===== src/rtl/led_state_seg7.sv =====
// Traffic-light lamp and seven-segment countdown driver; all outputs registered, one cycle of latency.
// Optional macro YELLOW_BLINK_EN makes the yellow lamp blink on alternate cycles instead of staying steady.
module led_state_seg7 #(
   parameter bit SEG_ACTIVE_LOW = 1'b1
) (
   input  logic       clk,
   input  logic       rst,
   input  logic [1:0] state,
   input  logic [3:0] iDIG,
   output logic       LEDG,
   output logic [1:0] LEDR,
   output logic [6:0] oSEG
);

   typedef enum logic [1:0] {
      GREEN   = 2'd0,
      YELLOW  = 2'd1,
      RED     = 2'd2,
      ILLEGAL = 2'd3
   } light_t;

   localparam logic [6:0] SEG_OFF = SEG_ACTIVE_LOW ? 7'b1111111 : 7'b0000000;

   light_t     light;
   logic [6:0] seg_pat;
   logic [6:0] seg_next;
   logic       ledg_next;
   logic [1:0] ledr_next;
   logic       yellow_on;

   assign light = light_t'(state);

   // Active-low pattern, bit 6 = g down to bit 0 = a.
   always_comb begin
      seg_pat = 7'b1111111;
      case (iDIG)
         4'h0: seg_pat = 7'b1000000;
         4'h1: seg_pat = 7'b1111001;
         4'h2: seg_pat = 7'b0100100;
         4'h3: seg_pat = 7'b0110000;
         4'h4: seg_pat = 7'b0011001;
         4'h5: seg_pat = 7'b0010010;
         4'h6: seg_pat = 7'b0000010;
         4'h7: seg_pat = 7'b1111000;
         4'h8: seg_pat = 7'b0000000;
         4'h9: seg_pat = 7'b0011000;
         4'hA: seg_pat = 7'b0001000;
         4'hB: seg_pat = 7'b0000011;
         4'hC: seg_pat = 7'b1000110;
         4'hD: seg_pat = 7'b0100001;
         4'hE: seg_pat = 7'b0000110;
         4'hF: seg_pat = 7'b0001110;
         default: seg_pat = 7'b1111111;
      endcase
   end

   assign seg_next = SEG_ACTIVE_LOW ? seg_pat : ~seg_pat;

`ifdef YELLOW_BLINK_EN
   logic phase;

   // Phase is 0 on every YELLOW entry, so the first yellow cycle is lit.
   always_ff @(posedge clk or posedge rst) begin
      if (rst)                 phase <= 1'b0;
      else if (light == YELLOW) phase <= ~phase;
      else                     phase <= 1'b0;
   end

   assign yellow_on = ~phase;
`else
   assign yellow_on = 1'b1;
`endif

   // Illegal state falls back to red so a corrupted input never shows green.
   always_comb begin
      ledg_next = 1'b0;
      ledr_next = 2'b01;
      case (light)
         GREEN:   begin ledg_next = 1'b1; ledr_next = 2'b00; end
         YELLOW:  begin ledg_next = 1'b0; ledr_next = {yellow_on, 1'b0}; end
         RED:     begin ledg_next = 1'b0; ledr_next = 2'b01; end
         default: begin ledg_next = 1'b0; ledr_next = 2'b01; end
      endcase
   end

   always_ff @(posedge clk or posedge rst) begin
      if (rst) begin
         LEDG <= 1'b0;
         LEDR <= 2'b00;
         oSEG <= SEG_OFF;
      end else begin
         LEDG <= ledg_next;
         LEDR <= ledr_next;
         oSEG <= seg_next;
      end
   end

endmodule


===== config.mk =====
export PLATFORM = sky130hd
export DESIGN_NAME = led_state_seg7
export DESIGN_NICKNAME = d
export VERILOG_FILES = /design/src/rtl/led_state_seg7.sv
export SDC_FILE = /design/constraint.sdc
export NUM_CORES = 1
export LEC_CHECK = 0
export BUFFER_PORTS_ARGS = -buffer_cell sky130_fd_sc_hd__buf_4
export CORE_AREA = 2 2 39 41
export CTS_CLUSTER_DIAMETER = 200
export DETAILED_ROUTE_END_ITERATION = 8
export DIE_AREA = 0 0 41 43
export PLACE_DENSITY_LB_ADDON = 0.2
export SYNTH_ARGS = -nofsm -noshare
export SYNTH_HDL_FRONTEND = slang
export SYNTH_SLANG_ARGS = --single-unit

===== constraint.sdc =====
create_clock -name clk -period 0.8 [get_ports clk]
set_clock_uncertainty 0.2 [all_clocks]
set_input_delay 0.04 -clock clk [delete_from_list [all_inputs] [get_ports clk]]
set_output_delay 0.04 -clock clk [all_outputs]
set_load 0.02 [all_outputs]

* After elaboration in Yosys (flattened, before gate mapping)
Memories as Yosys holds them, arrays and structs flattened. A register that Yosys moved wholly into a read port is not among the register bits.
Cells that the tools add are included.
** Storage, ports and cells
- Word-level logic and storage cells :: 7
- Memory bits (read-only) :: 112
- Register bits :: 3
- Memories kept :: 1
- Input port bits :: 8
- Output and inout port bits :: 10
** Operators by class
- Equal/unequal tests :: 1
- Muxes and demuxes :: 2
- Reductions and logical operators :: 1
** Memories
- (no name shown) :: depth 16, bits a word 7, read ports 1, clocked after memory_dff 1, write ports 0, RTL line 36 : case (iDIG)
** Operator list (count)
- $pmux W2 S2 :: 1
- $eq A2 B1 Y1 const B :: 1
- $logic_not A2 Y1 :: 1
- $mux W1 :: 1

* Longest topological paths before layout
- Depth after elaboration :: 2
- Depth in mapped cells :: 5

* Least setup slack after synthesis
Ideal clock, no wire load.
- Kind :: in2reg
- From :: input iDIG[1]
- To :: register oSEG[1]
- Cell stages on the path :: 5
- Required time :: 0.520 ns
- Slack :: -0.205 ns
- Path buffers :: 0
- Data arrival time :: 0.725 ns
- Cell sequence :: inv_1 > ha_1 > nand2b_1 > o21ai_2 > a32o_1
** RTL lines
- from (decl) :: RTL line 9 : input logic [3:0] iDIG,
- to (decl) :: RTL line 12 : output logic [6:0] oSEG

* Final worst setup path
- From :: register oSEG[3]
- To :: output oSEG[3]
No word-level cell between the ends.

==> results by stage <==
Flow run:
- The count of max-cap constraint violations is 0.

Pwr:
- Power spread over the standard cell area amounts to 1550 nW/um^2.
- In this run the static leakage power is 0.4058 nW.
- Across the VDD grid, the largest voltage drop is 664.3 uV.

Timing:
- Across all setup checks in the final design, the least slack found is -0.3357 ns.
- Setup violations remaining at the end of the flow were counted as 10.
- Hold timing on the final database bottoms out at a slack of -0.4618 ns.
- The total count of max-transition violations in the final report is 0.
- Setup repair after global routing could not meet its margin everywhere.
- The worst relative slew slack is 77.27%.
- The post-route minimum period is 1.136 ns.
- Timing would allow up to 880.5 MHz.
- Dividing the final minimum period by the clock period gives 142.0%.
- The pin slew with the least headroom to its limit is 0.3406 ns.
- The total count of hold-check failures in the final report is 20.

Layout:
- Fill cells in the final layout number 121.
- The net count of the finished layout is 87.
- The final standard cell count with taps included and fillers excluded is 88.
- After routing the design area is 827.0 um^2.
- The final antenna diode count is 0.
- Cells with a size suffix above 1 make up 54.17% of the layout.
- In the layout the commonest cells are sky130_fd_sc_hd__buf_4 (11), sky130_fd_sc_hd__buf_6 (11), sky130_fd_sc_hd__dfstp_2 (7).
- The area growth from synthesis to layout is 54.80%.

Global route:
- The via count of the first global-routing pass was 469.
- The total routing usage reported by global routing is 16.23%.
- Entering global routing, the biggest net connects 13 pins.
- The first global-routing pass estimated 1890 um of wire.
- The initial antenna violation count is 0.
- For this run the aggregate overflow at the end of global routing stands at 0.

Floorplan:
- The initial utilization of the core area, before any placement, comes to 38.61%.
- The placeable core area is 1384 um^2.
- The number of placement rows is 14.
- The horizontal die dimension is 41 um.
- The die is 43 um tall.
- The die covers 1763 um^2.
- The top-level I/O count is 18.

Clocking:
- The clock tree from TritonCTS is yes.
- Clock tree synthesis found a total of 10 sinks.
- The CTS H-tree depth is 1.
- The longest clock path from root to sink contains 2 buffers.
- Buffers inserted during clock tree synthesis total 3.
- The number of buffers added for setup after CTS is 0.
- The clock transition at the register clock pins on the worst setup and hold paths after CTS is 0.06 ns.
- The number of buffers inserted for hold repair after clock tree synthesis is 2.
- The clock tree root buffer cell is sky130_fd_sc_hd__clkbuf_4.

Setup path:
- STA puts the critical path data arrival time at 0.90 ns.
- The count of cell instances traversed by the critical path is 1.
- STA classifies the critical path endpoint as a primary output.
- Together, buffers and inverters on the worst path number 1.
- The critical path is of the reg2out type.
- The family with the most delay on the worst path is flip-flops.
- STA classifies the critical path startpoint as a register.
- Walking the worst path, the cells encountered are buf_6.
- The maximum net fanout on the critical path is 1.
- The library cell contributing the largest single delay on the critical path is sky130_fd_sc_hd__dfstp_2.
- The launching element of the worst setup path is oSEG[3].
- STA puts the critical path data required time at 0.56 ns.
- The maximum cell stage delay along the critical path is 0.53 ns.

Place:
- The weighted congestion reported at the end of routability-driven placement is 0.8007.
- The worst setup slack after placement is -0.2610 ns.
- The count of port buffers added during placement is 17.
- The instance area at placement is 747.0 um^2.
- The detailed placement HPWL is 823.2 um.
- Counting tap cells, the placed design contains a total of 83 instances.

Routing:
- The via density per instance is 4.818.
- The initial DRC count is 2.
- The number of iterations in the first detailed-routing pass is 5.
- The overall routed net length is 963 um.
- The final route contains 424 vias.
- In the routed design, unresolved DRC markers number 0.
- The detailed-route wire length per cell is 10.94 um.
- In this run the remaining antenna-violating nets after routing total 0.

Outcome:
- The checks that failed: hold timing, setup timing.
- The run finished, with violations left.

Synthesis:
- The number of cells produced by synthesis is 48.
- The average instance in the mapped netlist occupies 11.13 um^2.
- The mapped cell area is 534.3 um^2.
- During synthesis, Yosys emitted a total of 0 warnings.
- After synthesis the netlist holds a flip-flop and latch count of 10.
- Counting distinct cell types in the post-synthesis netlist gives 18.
- Counting every net in the synthesized netlist gives 62.
- Summing the sequential cell areas from Yosys gives 48.48% of the chip area.

Hold path:
- The worst min-delay path category is in2async.
## flip-flops by register name (all words and copies together), names as in the netlist
name	count
oSEG	7
LEDG	1
LEDR	2
## synthesized netlist by cell type
cell	n	share of area [%]
sky130_fd_sc_hd__a21oi_1	3	2.8
sky130_fd_sc_hd__a32o_1	1	1.9
sky130_fd_sc_hd__buf_2	1	0.94
sky130_fd_sc_hd__buf_6	1	2.1
sky130_fd_sc_hd__clkbuf_1	1	0.70
sky130_fd_sc_hd__dfrtp_1	3	14
sky130_fd_sc_hd__dfstp_2	7	34
sky130_fd_sc_hd__ha_1	6	14
sky130_fd_sc_hd__inv_1	3	2.1
sky130_fd_sc_hd__inv_2	1	0.70
sky130_fd_sc_hd__mux2i_1	6	11
sky130_fd_sc_hd__nand2_1	2	1.4
sky130_fd_sc_hd__nand2b_1	2	2.3
sky130_fd_sc_hd__nor2_1	4	2.8
sky130_fd_sc_hd__nor2b_1	1	1.2
sky130_fd_sc_hd__o211ai_1	2	2.8
sky130_fd_sc_hd__o21ai_1	3	2.8
sky130_fd_sc_hd__o21ai_2	1	1.6
## final timing paths
| path | endpoint | slack [ns] |
|---|---|---|
| max in group asynchronous | oSEG[2] | 0.56 |
| min | LEDR[1] | -0.46 |
| max | oSEG[3] | -0.34 |
| min in group clk | LEDG | -0.28 |
## cells by family (layout without fill, tap and decap cells)
kind of cell    after synthesis  in the layout  synth area share [%]
compound gates               10             10                 11.94
fa+ha+maj                     6              6                 14.05
buf+inv                       7             31                 6.555
flops                        10             10                 48.48
mux                           6              6                 11.24
simple gates                  9              9                 7.728
## cell type report
type	count	area, um^2	area share [%]
Clock buffer	4	26.28	3.177
Inverter	4	35.03	4.236
Sequential cell	10	259.0	31.32
Multi-Input combinational cell	31	267.8	32.38
Timing Repair Buffer	23	219.0	26.48
Tap cell	16	20.02	2.421
## stage by stage
step | hold WS [ns] | total power, mW | util [%] | setup TNS [ns]
global route | -0.4466 | 1.374 | 59.76 | -3.246
CTS | -0.4553 | 1.303 | 60.04 | -2.992
global placement | -0.1782 | 0.9106 | 53.98 | -1.875
finish | -0.4618 | 1.282 | 59.76 | -2.864
floorplan | -0.3248 | 0.7779 | - | -0.07747
detailed placement | -0.1746 | 0.9169 | 53.98 | -1.933
## report_power, final
part	total, mW	internal [mW]	switching [mW]
Sequential	0.587	0.569	0.0178
Combinational	0.356	0.183	0.173
Clock	0.340	0.191	0.148
Total	1.28	0.944	0.338
## timing repair
action / 4_1_cts / 5_1_grt
resized for setup: 10 / 2
setup endpoints to repair: 10 / 15
endpoints found under the hold margin: 20 / 20
## layer usage
layer	track usage [%]	share of wire [%]	wire length (um)	vias up
met3	3.141	6.1	59	2
li1	-	-	-	209
met2	27.19	57	547	14
met1	16.28	35	333	199
met5	0	0	0	-
met4	12.00	2.4	23	0
(Power assumes the default switching activity.)
